[src/rtl/fft_frame_loader_if.sv]
// Sample-in / frame-out bundle between the audio source, the frame loader and the FFT.
// The loader side uses the slave modport.
interface fft_frame_loader_if #(
  parameter int SAMPLE_W = 18
);
  logic                       sample_valid;
  logic signed [SAMPLE_W-1:0] sample_in;
  logic                       fft_done;
  logic                       fft_start;
  logic [35:0]                frame [0:15];
  logic                       busy;
  logic                       overrun;
  logic [7:0]                 drop_cnt;

  modport master (
    output sample_valid, sample_in, fft_done,
    input  fft_start, frame, busy, overrun, drop_cnt
  );

  modport slave (
    input  sample_valid, sample_in, fft_done,
    output fft_start, frame, busy, overrun, drop_cnt
  );
endinterface

[src/rtl/fft_frame_loader.sv]
// Slides a 16-sample window over the sample stream and hands {re,im} frames to the FFT; fft_start
// pulses 2 cycles after the completing sample. Samples are never stalled: excess input while busy is counted as overrun.
module fft_frame_loader #(
  parameter int SAMPLE_W = 18,
  parameter int HOP      = 16,
  parameter int SHIFT    = 4
) (
  input logic               clk,
  input logic               reset_n,
  fft_frame_loader_if.slave bus
);
  typedef enum logic [1:0] {FILL, ARMED, BUSY} state_t;

  localparam int         LSH   = 18 - SAMPLE_W;
  localparam logic [4:0] HOP_N = 5'(HOP);

  state_t            state;
  logic [35:0]       win [0:15];
  logic [3:0]        wr_ptr;
  logic [4:0]        fill_cnt;
  logic [4:0]        hop_cnt;
  logic              done_q;
  logic signed [17:0] x_al;
  logic signed [17:0] re;
  logic              hop_full;
  logic              launch;

  // Left-align the sample, then pre-scale to leave headroom for FFT growth.
  assign x_al     = $signed(18'(bus.sample_in)) <<< LSH;
  assign re       = x_al >>> SHIFT;
  assign hop_full = (hop_cnt >= HOP_N);
  assign launch   = hop_full && ((state == ARMED) || (state == FILL && fill_cnt == 5'd16));

  always_ff @(posedge clk or negedge reset_n) begin
    if (!reset_n) begin
      state         <= FILL;
      wr_ptr        <= '0;
      fill_cnt      <= '0;
      hop_cnt       <= '0;
      done_q        <= 1'b0;
      bus.fft_start <= 1'b0;
      bus.busy      <= 1'b0;
      bus.overrun   <= 1'b0;
      bus.drop_cnt  <= '0;
      for (int k = 0; k < 16; k++) begin
        win[k]       <= '0;
        bus.frame[k] <= '0;
      end
    end else begin
      bus.fft_start <= 1'b0;
      done_q        <= bus.fft_done;

      if (bus.sample_valid) begin
        win[wr_ptr] <= {re, 18'b0};
        wr_ptr      <= wr_ptr + 4'd1;
        if (fill_cnt != 5'd16) fill_cnt <= fill_cnt + 5'd1;
      end

      // A sample arriving in the launch cycle belongs to the next hop, not this frame.
      if (launch)
        hop_cnt <= {4'b0, bus.sample_valid};
      else if (bus.sample_valid && hop_cnt != HOP_N)
        hop_cnt <= hop_cnt + 5'd1;

      if (launch) begin
        for (int k = 0; k < 16; k++)
          bus.frame[k] <= win[wr_ptr + 4'(k)];
        bus.fft_start <= 1'b1;
        bus.busy      <= 1'b1;
        state         <= BUSY;
      end else begin
        case (state)
          FILL:  if (fill_cnt == 5'd16) state <= ARMED;
          ARMED: ;
          BUSY: begin
            if (bus.fft_done && !done_q) begin
              state    <= ARMED;
              bus.busy <= 1'b0;
            end
            if (bus.sample_valid && hop_cnt == HOP_N) begin
              bus.overrun <= 1'b1;
              if (bus.drop_cnt != 8'hFF) bus.drop_cnt <= bus.drop_cnt + 8'd1;
            end
          end
          default: state <= FILL;
        endcase
      end
    end
  end
endmodule
[src/flat_wrapper.sv]
// flat-port wrapper written by rule: the top's interface ports become plain ports
module fft_frame_loader_flat 
#(
  parameter int SAMPLE_W = 18,
  parameter int HOP      = 16,
  parameter int SHIFT    = 4
)
  (clk, reset_n, bus_sample_valid, bus_sample_in, bus_fft_done, bus_fft_start, bus_frame, bus_busy, bus_overrun, bus_drop_cnt);
  fft_frame_loader_if #(.SAMPLE_W(SAMPLE_W)) bus_i ();
  input logic clk;
  input logic reset_n;
  input wire logic [$bits(bus_i.sample_valid)-1:0] bus_sample_valid;
  input wire logic [$bits(bus_i.sample_in)-1:0] bus_sample_in;
  input wire logic [$bits(bus_i.fft_done)-1:0] bus_fft_done;
  output wire logic [$bits(bus_i.fft_start)-1:0] bus_fft_start;
  output wire logic [$bits(bus_i.frame)-1:0] bus_frame;
  output wire logic [$bits(bus_i.busy)-1:0] bus_busy;
  output wire logic [$bits(bus_i.overrun)-1:0] bus_overrun;
  output wire logic [$bits(bus_i.drop_cnt)-1:0] bus_drop_cnt;
  assign bus_i.sample_valid = bus_sample_valid;
  assign bus_i.sample_in = bus_sample_in;
  assign bus_i.fft_done = bus_fft_done;
  assign bus_fft_start = bus_i.fft_start;
  assign bus_frame = {>>{bus_i.frame}};
  assign bus_busy = bus_i.busy;
  assign bus_overrun = bus_i.overrun;
  assign bus_drop_cnt = bus_i.drop_cnt;
  fft_frame_loader #(.SAMPLE_W(SAMPLE_W), .HOP(HOP), .SHIFT(SHIFT)) u_core (.clk(clk), .reset_n(reset_n), .bus(bus_i));
endmodule
[config.mk]
export PLATFORM = sky130hd
export DESIGN_NAME = fft_frame_loader_flat
export DESIGN_NICKNAME = d
export VERILOG_FILES = /design/src/rtl/fft_frame_loader_if.sv /design/src/rtl/fft_frame_loader.sv /design/src/flat_wrapper.sv
export SDC_FILE = /design/constraint.sdc
export NUM_CORES = 1
export LEC_CHECK = 0
export CAP_MARGIN = 20
export CORE_ASPECT_RATIO = 1.1
export CORE_MARGIN = 4
export CORE_UTILIZATION = 30
export CTS_BUF_LIST = sky130_fd_sc_hd__clkbuf_16
export CTS_CLUSTER_DIAMETER = 30
export CTS_CLUSTER_SIZE = 12
export DETAILED_ROUTE_END_ITERATION = 8
export GPL_ROUTABILITY_DRIVEN = 0
export SLEW_MARGIN = 5
export SYNTH_ARGS = -nofsm -noshare
export SYNTH_HDL_FRONTEND = slang
export SYNTH_SLANG_ARGS = --single-unit
[constraint.sdc]
create_clock -name clk -period 5.94 [get_ports clk]
set_input_delay 1.485 -clock clk [delete_from_list [all_inputs] [get_ports clk]]
set_output_delay 1.485 -clock clk [all_outputs]
set_load 0.02 [all_outputs]
## Yosys cells after proc, flatten, opt, wreduce, memory -nomap -nowiden

Cells that the tools add are included.

- Register bits after elaboration: 1180
- Input port bits: 22
- Output and inout bits: 587

- Equal/unequal tests: 10
- Bitwise operators: 17
- Reductions and logical operators: 17
- Muxes and demuxes: 61
- Magnitude comparators: 18
- $add $sub $neg: 18

Operator list:

| operator | number |
|---|---|
| 36-bit binary-select mux with 4-bit select | 16 |
| 36-bit 2-to-1 mux | 33 |
| 576-bit bitwise mux | 1 |
| 36-bit demux with 4-bit select | 1 |
| 5-bit greater-or-equal comparator (second input constant) | 17 |
| 4-bit inverter with 5-bit output | 16 |
| 4-bit adder (second input constant) | 8 |
| 4-bit by 3-bit adder with 4-bit output (second input constant) | 4 |
| 5-bit by 1-bit adder with 5-bit output (second input constant) | 2 |
| 5-bit equality test (second input constant) | 2 |
| 5-bit 2-to-1 mux | 2 |
| 5-bit inequality test (second input constant) | 2 |
| 4-bit by 2-bit adder with 4-bit output (second input constant) | 2 |
| 8-bit by 1-bit adder with 8-bit output (second input constant) | 1 |
| 8-bit inequality test (second input constant) | 1 |
| 1-bit logical AND | 6 |
| 2-bit 2-to-1 mux | 3 |
| 2-bit case mux with 3 select lines | 1 |
| 3-bit AND reduction | 2 |
| 2-bit nonzero test | 3 |
| 5-bit by 1-bit < comparator with 1-bit output (second input constant) | 1 |
| 4-bit by 1-bit adder with 4-bit output (second input constant) | 1 |
| 1-bit 2-to-1 mux | 4 |
| 2-bit AND reduction | 2 |
| 10 further kinds | 10 |

## Depth between registers and ports, before layout

- Depth after elaboration: 6
- Mapped depth: 12

## Worst setup path before layout

Ideal clock, no wire load.

- Path type: flip-flop to flip-flop
- Start point: register u_core.wr_ptr[1]
- End point: register u_core.bus.frame[246]
- Cell stages (with the launch flop): 13
- Data arrival time: 2.685 ns
- Slack: 3.131 ns
- Clock period less this slack: 2.809 ns
- Cells stage by stage: dfrtp_1 -> buf_6 -> buf_6 -> buf_6 -> inv_1 -> ha_1 -> buf_2 -> buf_2 -> clkbuf_1 -> mux4_2 -> mux2_1 -> nand3_1 -> nand3_1

- Longest elaborated chain between the ends: 5

RTL lines:

| element | RTL line | source |
|---|---|---|
| from (decl) | fft_frame_loader.sv:19 | `logic [3:0] wr_ptr;` |
| from (signal assigned) | fft_frame_loader.sv:55 | `wr_ptr <= wr_ptr + 4'd1;` |
| 4-bit adder | fft_frame_loader.sv:67 | `bus.frame[k] <= win[wr_ptr + 4'(k)];` |
| 4-bit inverter with 5-bit output (not written as such) | fft_frame_loader.sv:67 |  |
| 36-bit binary-select mux with 4-bit select | fft_frame_loader.sv:67 |  |
| 36-bit 2-to-1 mux (not written as such) (2 in series) | fft_frame_loader.sv:67 |  |
| to (signal, indexed assignment) | fft_frame_loader.sv:67 |  |
| to (decl) | fft_frame_loader_if.sv:22 | `output fft_start, frame, busy, overrun, drop_cnt` |

Every way passes these cells. The select of a mux whose other input is x is not followed.
A chain may end at the register's enable or synchronous reset.

## Worst setup path in the final report

- Start point: register u_core.wr_ptr[1]
- End point: register u_core.bus.frame[522]

- Longest elaborated chain between the ends: 5

RTL lines:

| element | RTL line |
|---|---|
| 4-bit by 1-bit adder with 4-bit output | fft_frame_loader.sv:67 |
| 4-bit inverter with 5-bit output (not written as such) | fft_frame_loader.sv:67 |
| 36-bit binary-select mux with 4-bit select | fft_frame_loader.sv:67 |
| 36-bit 2-to-1 mux (not written as such) (2 in series) | fft_frame_loader.sv:67 |

Every way passes these cells. The select of a mux whose other input is x is not followed.

==> run summary <==
The run finished with clean final reports. The global routing stage identified its most utilized layer as met2. The critical path's slowest cell is sky130_fd_sc_hd__dfrtp_4.

Along the worst path, the maximum fanout reaches 46. The tools report the total non-filler cell area in the finished layout as 0.03915 sq mm. Dividing the detail-routed wire length by the instance count gives 24.93 um. The number of hold buffers added after CTS was 0. Master cell of the clock root buffer: sky130_fd_sc_hd__clkbuf_16. The worst setup slack after placement was 1.995 ns; the time the final worst path needs with I/O delays and setup was 3.725 ns.

TritonCTS built the clock tree. The sum of net half-perimeters after detailed placement was 80840 um. The endpoint identified for the worst register-to-register timing path is u_core.bus.frame[522]$_DFFE_PN0N_. The run gives 0 as the final max-slew violation count.

Timing would allow up to 0.2685 GHz. The logs give 0.69 ns for the clock latency at the later pin of the worst-skew pair and 22135 for the number of global-route vias before repair. The final layout contains routed wiring with a total length of 111000 um. The number of cells on the worst reg-to-reg path is 7. The worst setup margin came out at 2.215 ns.

The worst setup path is captured at a register. The first-pass iteration count of the detailed router is 6. Setup repair after global routing left no endpoint under its margin.

The path with the worst hold slack has its endpoint at u_core.bus.overrun$_DFFE_PN0P_. The number of clock sinks seen by CTS is 476. Synthesis handed over a netlist of 2735 instances. The critical path goes through inv_1 -> ha_4 -> buf_4 -> mux4_2 -> mux2_2 -> nand3_1 -> nand3_1.

After detailed routing, the number of remaining DRC violations is 0. Using the TritonRoute via totals, the vias-per-cell ratio works out to 5.087. Data on the critical path is required at its endpoint by 6.46 ns.

The initial cell density of the core was 0.3034. The logs give 0.3703 for the post-synthesis sequential area ratio and 2.22 ns for the minimum setup slack among reg-to-reg paths. In this run the critical register-to-register path is launched from u_core.wr_ptr[1]$_DFFE_PN0P_. The clock tree synthesis step divided the H-tree into 3 levels. For this run, the post-layout net count is 2994. The tools report the starting DRC count in detailed routing as 1757. Netlist area before placement: 0.03217 sq mm.

The worst min-delay path category is register to register. The logs give 0.1881 for the met1 global-route usage and 0 for the number of warnings printed during yosys synthesis. The period utilization is 0.6271, and the largest net degree at the start of global routing is 222.

The die covers 0.1125 sq mm. Worst-case clock skew: 0.05013 ns. On the worst path, the slowest cell contributes a delay of 0.84 ns. Initial antenna violation count: 7. Library cell appearing most often on the critical path: sky130_fd_sc_hd__nand3_1.

At the pin with the least slew margin, the transition time is 1.035 ns. The critical path is of the register to register type. In this run the standard cell core region covers 0.1060 sq mm. In this run the cell area measured after placement is 0.03511 sq mm. The share of synthesized registers carrying an async set or reset is 1.000, and the global-route met3 utilization is 0.03845. The worst hold path begins at u_core.bus.overrun$_DFFE_PN0P_. The global-route usage over all layers was 0.1896; the aggregate global routing overflow was 0. The total number of vias is 22648, and the average cell area after synthesis is 11.76 sq um. Max-cap violations in this run came to 0. Tightest slew margin relative to the limit: 0.3101. The share of layout cells above drive strength 1 is 0.2984. The met2 capacity usage during global routing is 0.3502, and the post-detailed-route count of antenna-violating nets is 0. STA puts the critical path data arrival time at 4.25 ns. Layout-stage area growth over the synthesis result: 21.71%. The count of cell types in the netlist was 40; the number of flops mapped to enable cells by yosys was 0.

The tools report the startpoint kind of the worst setup timing path as a register. The total count of hold-check failures in the final report came out at 0. The maximum root-to-sink buffer count is 3. Measured along the x axis, the die boundary spans 320.2 um.

After clock tree synthesis, the clock-pin slew on the worst setup and hold paths is 0.05 ns. The number of cells traversed by the worst hold path came out at 1. The post-cts repair resize count is 0, and the wire length of the first global-routing pass is 156500 um. The die extent in y came out at 351.4 um. The register bit total from synthesis works out to 476. Summed over all failing endpoints, the final setup total negative slack is 0 ns.

Final setup violation count: 0. The floorplan has 125 rows. The most used flip-flop cell after synthesis was sky130_fd_sc_hd__dfrtp_1.

TritonCTS created 114 clock buffers. After clock tree synthesis, the setup repair step added 0 buffers. In this run the count of I/O pins placed on the die edge is 609.

During placement, the flow inserted port buffers numbering 316.
-- cells in the mapped netlist (2+ instances only) --
cell type / count / share of area
sky130_fd_sc_hd__a21oi_1: 3 / 0.00047
sky130_fd_sc_hd__o21ai_0: 7 / 0.0011
sky130_fd_sc_hd__inv_1: 7 / 0.00082
sky130_fd_sc_hd__and3_1: 2 / 0.00039
sky130_fd_sc_hd__xor2_1: 6 / 0.0016
sky130_fd_sc_hd__nand2_1: 231 / 0.027
sky130_fd_sc_hd__buf_6: 18 / 0.0063
sky130_fd_sc_hd__xnor2_2: 4 / 0.0020
sky130_fd_sc_hd__buf_1: 14 / 0.0016
sky130_fd_sc_hd__nor2_1: 6 / 0.00070
sky130_fd_sc_hd__dfrtp_1: 476 / 0.37
sky130_fd_sc_hd__nand4_1: 8 / 0.0016
sky130_fd_sc_hd__ha_1: 19 / 0.0074
sky130_fd_sc_hd__xor2_2: 2 / 0.0010
sky130_fd_sc_hd__mux2_2: 410 / 0.14
sky130_fd_sc_hd__xnor2_1: 19 / 0.0052
sky130_fd_sc_hd__mux2i_1: 113 / 0.035
sky130_fd_sc_hd__mux4_2: 224 / 0.16
sky130_fd_sc_hd__buf_2: 81 / 0.013
sky130_fd_sc_hd__clkbuf_1: 86 / 0.010
sky130_fd_sc_hd__mux2_1: 152 / 0.053
sky130_fd_sc_hd__o21ai_1: 112 / 0.017
sky130_fd_sc_hd__nand3_1: 357 / 0.056
sky130_fd_sc_hd__inv_2: 3 / 0.00035
sky130_fd_sc_hd__buf_4: 360 / 0.084
-- per-stage QoR --
step	utilization	cells	hold WS, ns
after floorplan	-	3022	0.4576
after global placement	0.3310	4229	0.4441
after detailed placement	0.3311	4230	0.4512
after CTS	0.3684	4446	0.4580
after global routing	0.3692	4450	0.4645
final	0.3692	4452	0.4568
-- state kept, by name, indices dropped and copies added (netlist names) --
register              cells
u_core.bus.fft_start      1
u_core.wr_ptr             4
u_core.state              2
u_core.bus.drop_cnt       8
u_core.fill_cnt           5
u_core.bus.frame        224
u_core.bus.overrun        1
u_core.done_q             1
u_core.win              224
u_core.hop_cnt            5
u_core.bus.busy           1
-- how the worst max path moves through the flow --
stage	start	end	slack (ns)	cells past startpoint
floorplan	u_core.wr_ptr[1]$_DFFE_PN0P_	u_core.bus.frame[246]$_DFFE_PN0N_	3.13	12
global placement	bus_sample_valid	u_core.win[384]$_DFFE_PN0P_	2.01	4
detailed placement	bus_sample_valid	u_core.win[389]$_DFFE_PN0P_	1.99	4
CTS	u_core.wr_ptr[0]$_DFFE_PN0P_	u_core.bus.frame[349]$_DFFE_PN0N_	2.13	6
global route	u_core.wr_ptr[0]$_DFFE_PN0P_	u_core.bus.frame[280]$_DFFE_PN0N_	1.96	6
finish	u_core.wr_ptr[1]$_DFFE_PN0P_	u_core.bus.frame[522]$_DFFE_PN0N_	2.22	7
-- routing by layer --
metal,share of wire,wire [um]
met5,0.00051,57
met4,0.085,9389
met3,0.057,6299
met2,0.53,59240
met1,0.32,36000
-- final cells by class --
| type | count | area, sq um |
|---|---|---|
| Antenna cell | 2 | 5.005 |
| Clock buffer | 115 | 2878 |
| Inverter | 10 | 45.04 |
| Fill cell | 10360 | 66890 |
| Clock inverter | 101 | 1080 |
| Timing Repair Buffer | 374 | 3750 |
| Multi-Input combinational cell | 1977 | 17730 |
| Sequential cell | 476 | 11920 |
| Tap cell | 1397 | 1748 |
-- cell families after synthesis --
logic type / after synthesis / synth area share
xor+xnor: 31 / 0.009840
simple gates: 612 / 0.08728
flops: 476 / 0.3703
compound gates: 128 / 0.02065
mux: 899 / 0.3887
other cells: 1 / 0.0001166
fa+ha+maj: 19 / 0.007390
buf+inv: 569 / 0.1157
-- critical path, delay by kind of cell (launching register included) --
kind	cells	cell delay, ns
muxes	2	0.94
DFF	1	0.84
and+or+nand+nor	2	0.19
buffers and inverters	2	0.84
adders and majority gates	1	0.74
-- cell usage in the layout, fill, tap and decap left out, types with 9 or more instances in the layout --
cell                              count
sky130_fd_sc_hd__mux4_2             224
sky130_fd_sc_hd__buf_4               46
sky130_fd_sc_hd__nand3_1            356
sky130_fd_sc_hd__o21ai_1            112
sky130_fd_sc_hd__conb_1             288
sky130_fd_sc_hd__bufinv_16           18
sky130_fd_sc_hd__clkbuf_16          115
sky130_fd_sc_hd__clkinvlp_4          13
sky130_fd_sc_hd__ha_1                17
sky130_fd_sc_hd__xnor2_1             11
sky130_fd_sc_hd__inv_6                9
sky130_fd_sc_hd__xnor2_2             12
sky130_fd_sc_hd__clkinv_1            15
sky130_fd_sc_hd__inv_1               20
sky130_fd_sc_hd__mux2i_1            113
sky130_fd_sc_hd__dfrtp_1            472
sky130_fd_sc_hd__clkinv_2            22
sky130_fd_sc_hd__nand2_1            231
sky130_fd_sc_hd__mux2_1             152
sky130_fd_sc_hd__clkdlybuf4s50_1    315
sky130_fd_sc_hd__mux2_2             410
Power is left out: the tool's default activity adds up to more than one toggle a clock period on the data nets, which glitch-free logic cannot reach.
